**src/rtl/stream_pkg.sv**
```systemverilog
// stream_pkg: shared types and helpers for the stream packing path.
//   state_t   : packer FSM states (IDLE waits for a frame length, RUN drains words)
//   clog2     : ceiling log2, minimum 1, for sizing lane indices
//   keep_mask : low-order run of ones, one per valid lane (up to MAX_RATIO lanes)
package stream_pkg;

    typedef enum logic {
        IDLE = 1'b0,
        RUN  = 1'b1
    } state_t;

    localparam int MAX_RATIO = 32;

    function automatic int clog2(input int n);
        int r;
        r = 0;
        for (int v = n - 1; v > 0; v = v >> 1) begin
            r++;
        end
        return (r < 1) ? 1 : r;
    endfunction

    // n_lanes ones starting at bit 0; one extra bit so n_lanes == MAX_RATIO works.
    function automatic logic [MAX_RATIO-1:0] keep_mask(input int n_lanes);
        logic [MAX_RATIO:0] m;
        m = ((MAX_RATIO + 1)'(1) << n_lanes) - (MAX_RATIO + 1)'(1);
        return m[MAX_RATIO-1:0];
    endfunction

endpackage

```
**src/rtl/frame_counter.sv**
```systemverilog
// frame_counter: words-remaining down-counter for one frame.
//   clk, reset : clock, synchronous active-high reset (count -> 0)
//   load       : load load_val (has priority over dec)
//   load_val   : frame length in words
//   dec        : decrement by one
//   is_one     : count currently equals 1 (the next word ends the frame)
module frame_counter
    import stream_pkg::*;
#(
    parameter int CNT_W = 16
) (
    input  logic             clk,
    input  logic             reset,
    input  logic             load,
    input  logic [CNT_W-1:0] load_val,
    input  logic             dec,
    output logic             is_one
);

    logic [CNT_W-1:0] count;

    always_ff @(posedge clk) begin
        if (reset) begin
            count <= '0;
        end else if (load) begin
            count <= load_val;
        end else if (dec) begin
            count <= count - CNT_W'(1);
        end
    end

    assign is_one = (count == CNT_W'(1));

endmodule

```
**src/rtl/stream_pack.sv**
```systemverilog
// stream_pack: packs RATIO narrow words from a first-word-fall-through FIFO
// into one wide AXI-Stream beat, lane 0 first, with per-frame tlast and a
// zero-filled, keep-masked short final beat.
//   clk, reset   : clock, synchronous active-high reset
//   in_empty_n   : upstream FIFO holds a word; in_data valid while high
//   in_data      : head word of the upstream FIFO
//   in_deq       : pop the head word at this edge (combinational)
//   frame_words  : words per frame, sampled only while idle
//   m_tdata      : packed beat, lane k at [k*IN_W +: IN_W]
//   m_tkeep      : one bit per valid lane
//   m_tvalid     : beat valid
//   m_tready     : downstream accepts the beat
//   m_tlast      : final beat of the frame
//   busy         : frame in progress or a beat still waiting
module stream_pack
    import stream_pkg::*;
#(
    parameter int IN_W  = 8,
    parameter int RATIO = 4,
    parameter int CNT_W = 16
) (
    input  logic                  clk,
    input  logic                  reset,
    input  logic                  in_empty_n,
    input  logic [IN_W-1:0]       in_data,
    output logic                  in_deq,
    input  logic [CNT_W-1:0]      frame_words,
    output logic [IN_W*RATIO-1:0] m_tdata,
    output logic [RATIO-1:0]      m_tkeep,
    output logic                  m_tvalid,
    input  logic                  m_tready,
    output logic                  m_tlast,
    output logic                  busy
);

    localparam int                LANE_W    = clog2(RATIO);
    localparam int                OUT_W     = IN_W * RATIO;
    localparam logic [LANE_W-1:0] LAST_LANE = LANE_W'(RATIO - 1);

    state_t            state, state_next;
    logic [LANE_W-1:0] lane, lane_next;
    logic [IN_W-1:0]   acc [RATIO-1];
    logic              rem_is_one;
    logic              completing;
    logic              out_free;
    logic              start;
    logic              load_beat;
    logic [OUT_W-1:0]  beat_data;
    logic [RATIO-1:0]  beat_keep;

    frame_counter #(
        .CNT_W(CNT_W)
    ) u_frame_counter (
        .clk     (clk),
        .reset   (reset),
        .load    (start),
        .load_val(frame_words),
        .dec     (in_deq),
        .is_one  (rem_is_one)
    );

    // A word completes a beat if it fills the top lane or ends the frame.
    assign completing = (lane == LAST_LANE) || rem_is_one;
    assign out_free   = !m_tvalid || m_tready;
    assign load_beat  = in_deq && completing;

    always_comb begin
        state_next = state;
        lane_next  = lane;
        start      = 1'b0;
        in_deq     = 1'b0;
        case (state)
            IDLE: begin
                if (frame_words != '0) begin
                    start      = 1'b1;
                    lane_next  = '0;
                    state_next = RUN;
                end
            end
            RUN: begin
                // Filling the accumulator never waits on the output; only the
                // word that completes a beat needs the output register free.
                in_deq = in_empty_n && (completing ? out_free : 1'b1);
                if (in_deq) begin
                    lane_next = completing ? '0 : lane + LANE_W'(1);
                    if (rem_is_one) begin
                        state_next = IDLE;
                    end
                end
            end
            default: state_next = IDLE;
        endcase
        if (reset) begin
            in_deq = 1'b0;
        end
    end

    always_ff @(posedge clk) begin
        if (reset) begin
            state <= IDLE;
            lane  <= '0;
        end else begin
            state <= state_next;
            lane  <= lane_next;
        end
    end

    // ---- stage 0: accumulate non-completing words ----
    always_ff @(posedge clk) begin
        if (reset) begin
            for (int k = 0; k < RATIO - 1; k++) begin
                acc[k] <= '0;
            end
        end else if (in_deq && !completing) begin
            for (int k = 0; k < RATIO - 1; k++) begin
                if (lane == LANE_W'(k)) begin
                    acc[k] <= in_data;
                end
            end
        end
    end

    // Beat = accumulated lanes below `lane`, the incoming word at `lane`,
    // zeros above.
    always_comb begin
        beat_data = '0;
        for (int k = 0; k < RATIO - 1; k++) begin
            if (LANE_W'(k) < lane) begin
                beat_data[k*IN_W +: IN_W] = acc[k];
            end
        end
        for (int k = 0; k < RATIO; k++) begin
            if (LANE_W'(k) == lane) begin
                beat_data[k*IN_W +: IN_W] = in_data;
            end
        end
        beat_keep = RATIO'(keep_mask(32'(lane) + 1));
    end

    // ---- stage 1: output beat register ----
    always_ff @(posedge clk) begin
        if (reset) begin
            m_tdata  <= '0;
            m_tkeep  <= '0;
            m_tlast  <= 1'b0;
            m_tvalid <= 1'b0;
        end else if (load_beat) begin
            m_tdata  <= beat_data;
            m_tkeep  <= beat_keep;
            m_tlast  <= rem_is_one;
            m_tvalid <= 1'b1;
        end else if (m_tready) begin
            m_tvalid <= 1'b0;
        end
    end

    assign busy = (state == RUN) || m_tvalid;

endmodule

```
**config.mk**
```make
export PLATFORM = sky130hd
export DESIGN_NAME = stream_pack
export DESIGN_NICKNAME = d
export VERILOG_FILES = /design/src/rtl/stream_pkg.sv /design/src/rtl/frame_counter.sv /design/src/rtl/stream_pack.sv
export SDC_FILE = /design/constraint.sdc
export NUM_CORES = 1
export LEC_CHECK = 0
export CAP_MARGIN = 20
export CORE_UTILIZATION = 45
export DETAILED_ROUTE_END_ITERATION = 8
export PLACE_DENSITY_LB_ADDON = 0.15
export REMOVE_ABC_BUFFERS = 1
export SYNTH_ARGS = -nofsm -noshare
export SYNTH_HDL_FRONTEND = slang
export SYNTH_SLANG_ARGS = --single-unit
export TNS_END_PERCENT = 1
```
**constraint.sdc**
```tcl
create_clock -name clk -period 2 [get_ports clk]
set_input_delay 0.3 -clock clk [delete_from_list [all_inputs] [get_ports clk]]
set_output_delay 0.3 -clock clk [all_outputs]
set_load 0.01 [all_outputs]
```
==> reports/qor.csv <==
metric,value,unit
ys async rst share,0,
Hold/Removal Path Class,primary input to flip-flop,
Yosys Warn Count,0,
flop2flop setup slack,100,ps
Inserted Diodes,0,
Worst EP required,1700,ps
P_leak,1.988,nW
CP startpoint,u_frame_counter.count[1],
Fillers,680,
Yosys reg bits,81,
slew at the pin closest to its max-slew limit,481.4,ps
I/O Pins,68,
vias in the first global route,3373,
NumNets Final,548,
clk_skew,15.63,ps
DR vias/cell,5.635,
total chip power,0.003498,W
WS Path Type,flip-flop to primary output,
final core occ,0.6552,
RSZ-0062 raised after global routing,yes,
fin crit period,1930,ps
drt drc,0,
Max VDD drop,0.4738,mV
Post-Syn Instances,377,
largest fanout on the critical path,3,
grt ovf,0,
Routability Congestion,0.8703,
CP Capture Type,primary output,
"commonest cells after routing, fill and taps aside","buf_4, clkdlybuf4s50_1, dfxtp_1, a21oi_1, nand2_1",
Mapped Avg Cell Area,10.08,sq um
first-pass GRT wire length,17110,um
R2R depth,7,
CTS tree,done,
switch share,0.2790,
"commonest non-fill, non-tap cell in the layout",buf_4,
final period utilization,0.9649,
Final Max Tran Viols,0,
Gate power share,0.163,
Initial Util,0.4646,
PortBufs,67,
Root Driver,clkbuf_8,
fmax,0.5182,GHz
Reg power frac,0.510,
worst flop-to-flop path endpoint,m_tdata[1],
Die ar.,0.008813,sq mm
CTS sink count,81,
cell internal pwr,0.002522,W
DR pass1 iterations,5,
final setup TNS,0,ps
"antenna viol nets, final",0,
"Reg clk slew, reported paths",90,ps
dpl hpwl,7542,um
Critical Path End,in_deq,
Num CTS Buffers,9,
ys flop type,dfxtp_1,
outcome,completed,
Post-synth EDFFs,24,
area post-placement,0.005120,sq mm
final setup fails,0,
Rel. slew slack,0.6790,
GRT Total Usage,0.2558,
row cnt,33,
final hold viol count,0,
largest net degree at the start of global routing,43,
Vias,3505,
mapped cell area,0.003799,sq mm
Final Cell Area,0.005356,sq mm
Total Wirelength,10600,um
CP Data Arrival Time,1630,ps
clock latency on the worst-skew pair,370,ps
Net Switching,0.0009762,W
clock power share,0.327,
H-tree depth,3,
ratio of cells with drive above 1 in the final layout,0.2495,
Clock Path Buffers,2,
wire per inst,17.04,um
initial antenna violation count,0,
Die Y,93.88,um
reg2reg start,u_frame_counter.count[2],
core area,0.008175,sq mm
initial drt markers,117,
sequential share of the synthesized area,0.4901,
die width,93.88,um
PD cells,653.1,mW/mm^2
CP startpoint kind,flip-flop,
MaxCap Viol Count,0,
Layout area overhead,41.01,%
"Distinct cells, synth",56,
power by group through the flow:
stage	clock network [W]	registers, W	logic, W
3_5_place_dp	0	0.00182	0.000553
4_1_cts	0.00116	0.00178	0.000557
5_1_grt	0.00123	0.00179	0.000617
2_1_floorplan	0	0.00182	0.000238
6_report	0.00115	0.00178	0.000570
3_3_place_gp	0	0.00182	0.000547
cell families (layout without fill, tap and decap cells):
family / after synthesis / count (layout) / share of synthesized area
AOI/OAI and AO/OA: 147 / 147 / 0.2721
and+or+nand+nor: 95 / 95 / 0.1308
DFF: 81 / 81 / 0.4901
buffers and inverters: 33 / 173 / 0.04512
muxes: 12 / 12 / 0.03327
adders and majority gates: 8 / 8 / 0.02635
xor gates and xnor gates: 1 / 1 / 0.002306
registers in the layout, summed over array words and instances, names as in the netlist:
register and flops:
m_tdata 32, acc 24, u_frame_counter.count 16, m_tkeep 4, lane 2, m_tlast 1
m_tvalid 1, state 1
repair_timing:
item | in CTS | in global routing
pin swaps | 0 | 2
setup endpoints to repair | 7 | 41
gates resized for setup | 6 | 8
hold buffers | 0 | 0
setup buffers | 0 | 2
layer usage:
metal  track usage  part of all wire  vias to the layer above
li1              -                 -                     1704
met2        0.4142              0.47                       77
met1        0.3467              0.48                     1711
met4       0.08077             0.015                        0
met3       0.04450             0.034                       13
met5             0                 0                        -
worst min path at each step:
| stage | from | end | slack, ps | cells after the start |
|---|---|---|---|---|
| floorplan | reset | u_frame_counter.count[13] | 360 | 1 |
| global placement | m_tdata[29] | m_tdata[29] | 460 | 2 |
| detailed placement | m_tdata[25] | m_tdata[25] | 470 | 2 |
| CTS | reset | u_frame_counter.count[13] | 250 | 2 |
| global route | reset | u_frame_counter.count[13] | 250 | 2 |
| finish | reset | u_frame_counter.count[13] | 260 | 2 |
final cells by class:
| type | instances | area, sq um | share of cell area |
|---|---|---|---|
| clock buffers | 10 | 137.6 | 0.02569 |
| clock inverters | 6 | 48.80 | 0.009110 |
| well taps | 105 | 131.4 | 0.02453 |
| flip-flops and latches | 81 | 1863 | 0.3478 |
| multi-input cells | 263 | 1799 | 0.3359 |
| inverters | 8 | 30.03 | 0.005606 |
| repair buffers | 149 | 1346 | 0.2513 |
cells in the mapped netlist, drive strengths merged, types with 6 or more instances:
library cell  number  share of area
clkbuf            15          0.015
buf               10          0.022
mux2i             10          0.026
nor2              22          0.024
ha                 8          0.026
a21oi             52          0.071
a211oi            30          0.065
nand2             33          0.033
nor4               6          0.018
dfxtp             57           0.30
a32oi              6          0.014
o21ai             12          0.016
edfxtp            24           0.19
inv                7         0.0069
a22oi             20          0.040
and2              11          0.018
per-stage QoR:
step	hold slack, ps	cells	setup slack, ps
2_1_floorplan	362.4	352	-52.88
3_3_place_gp	458.6	604	-264.7
3_5_place_dp	465.9	604	-252.0
4_1_cts	250.4	620	-0.2296
5_1_grt	251.3	622	-39.72
6_report	256.0	622	70.14
worst max-delay path: stages, from the launching register on:
cell	delay [ps]
dfxtp_2	330
inv_1	60
ha_1	180
nor2b_4	130
and3_4	170
a21oi_1	140
buf_4	140
buf_2	120
No activity file was read; power rests on OpenSTA's default activity.
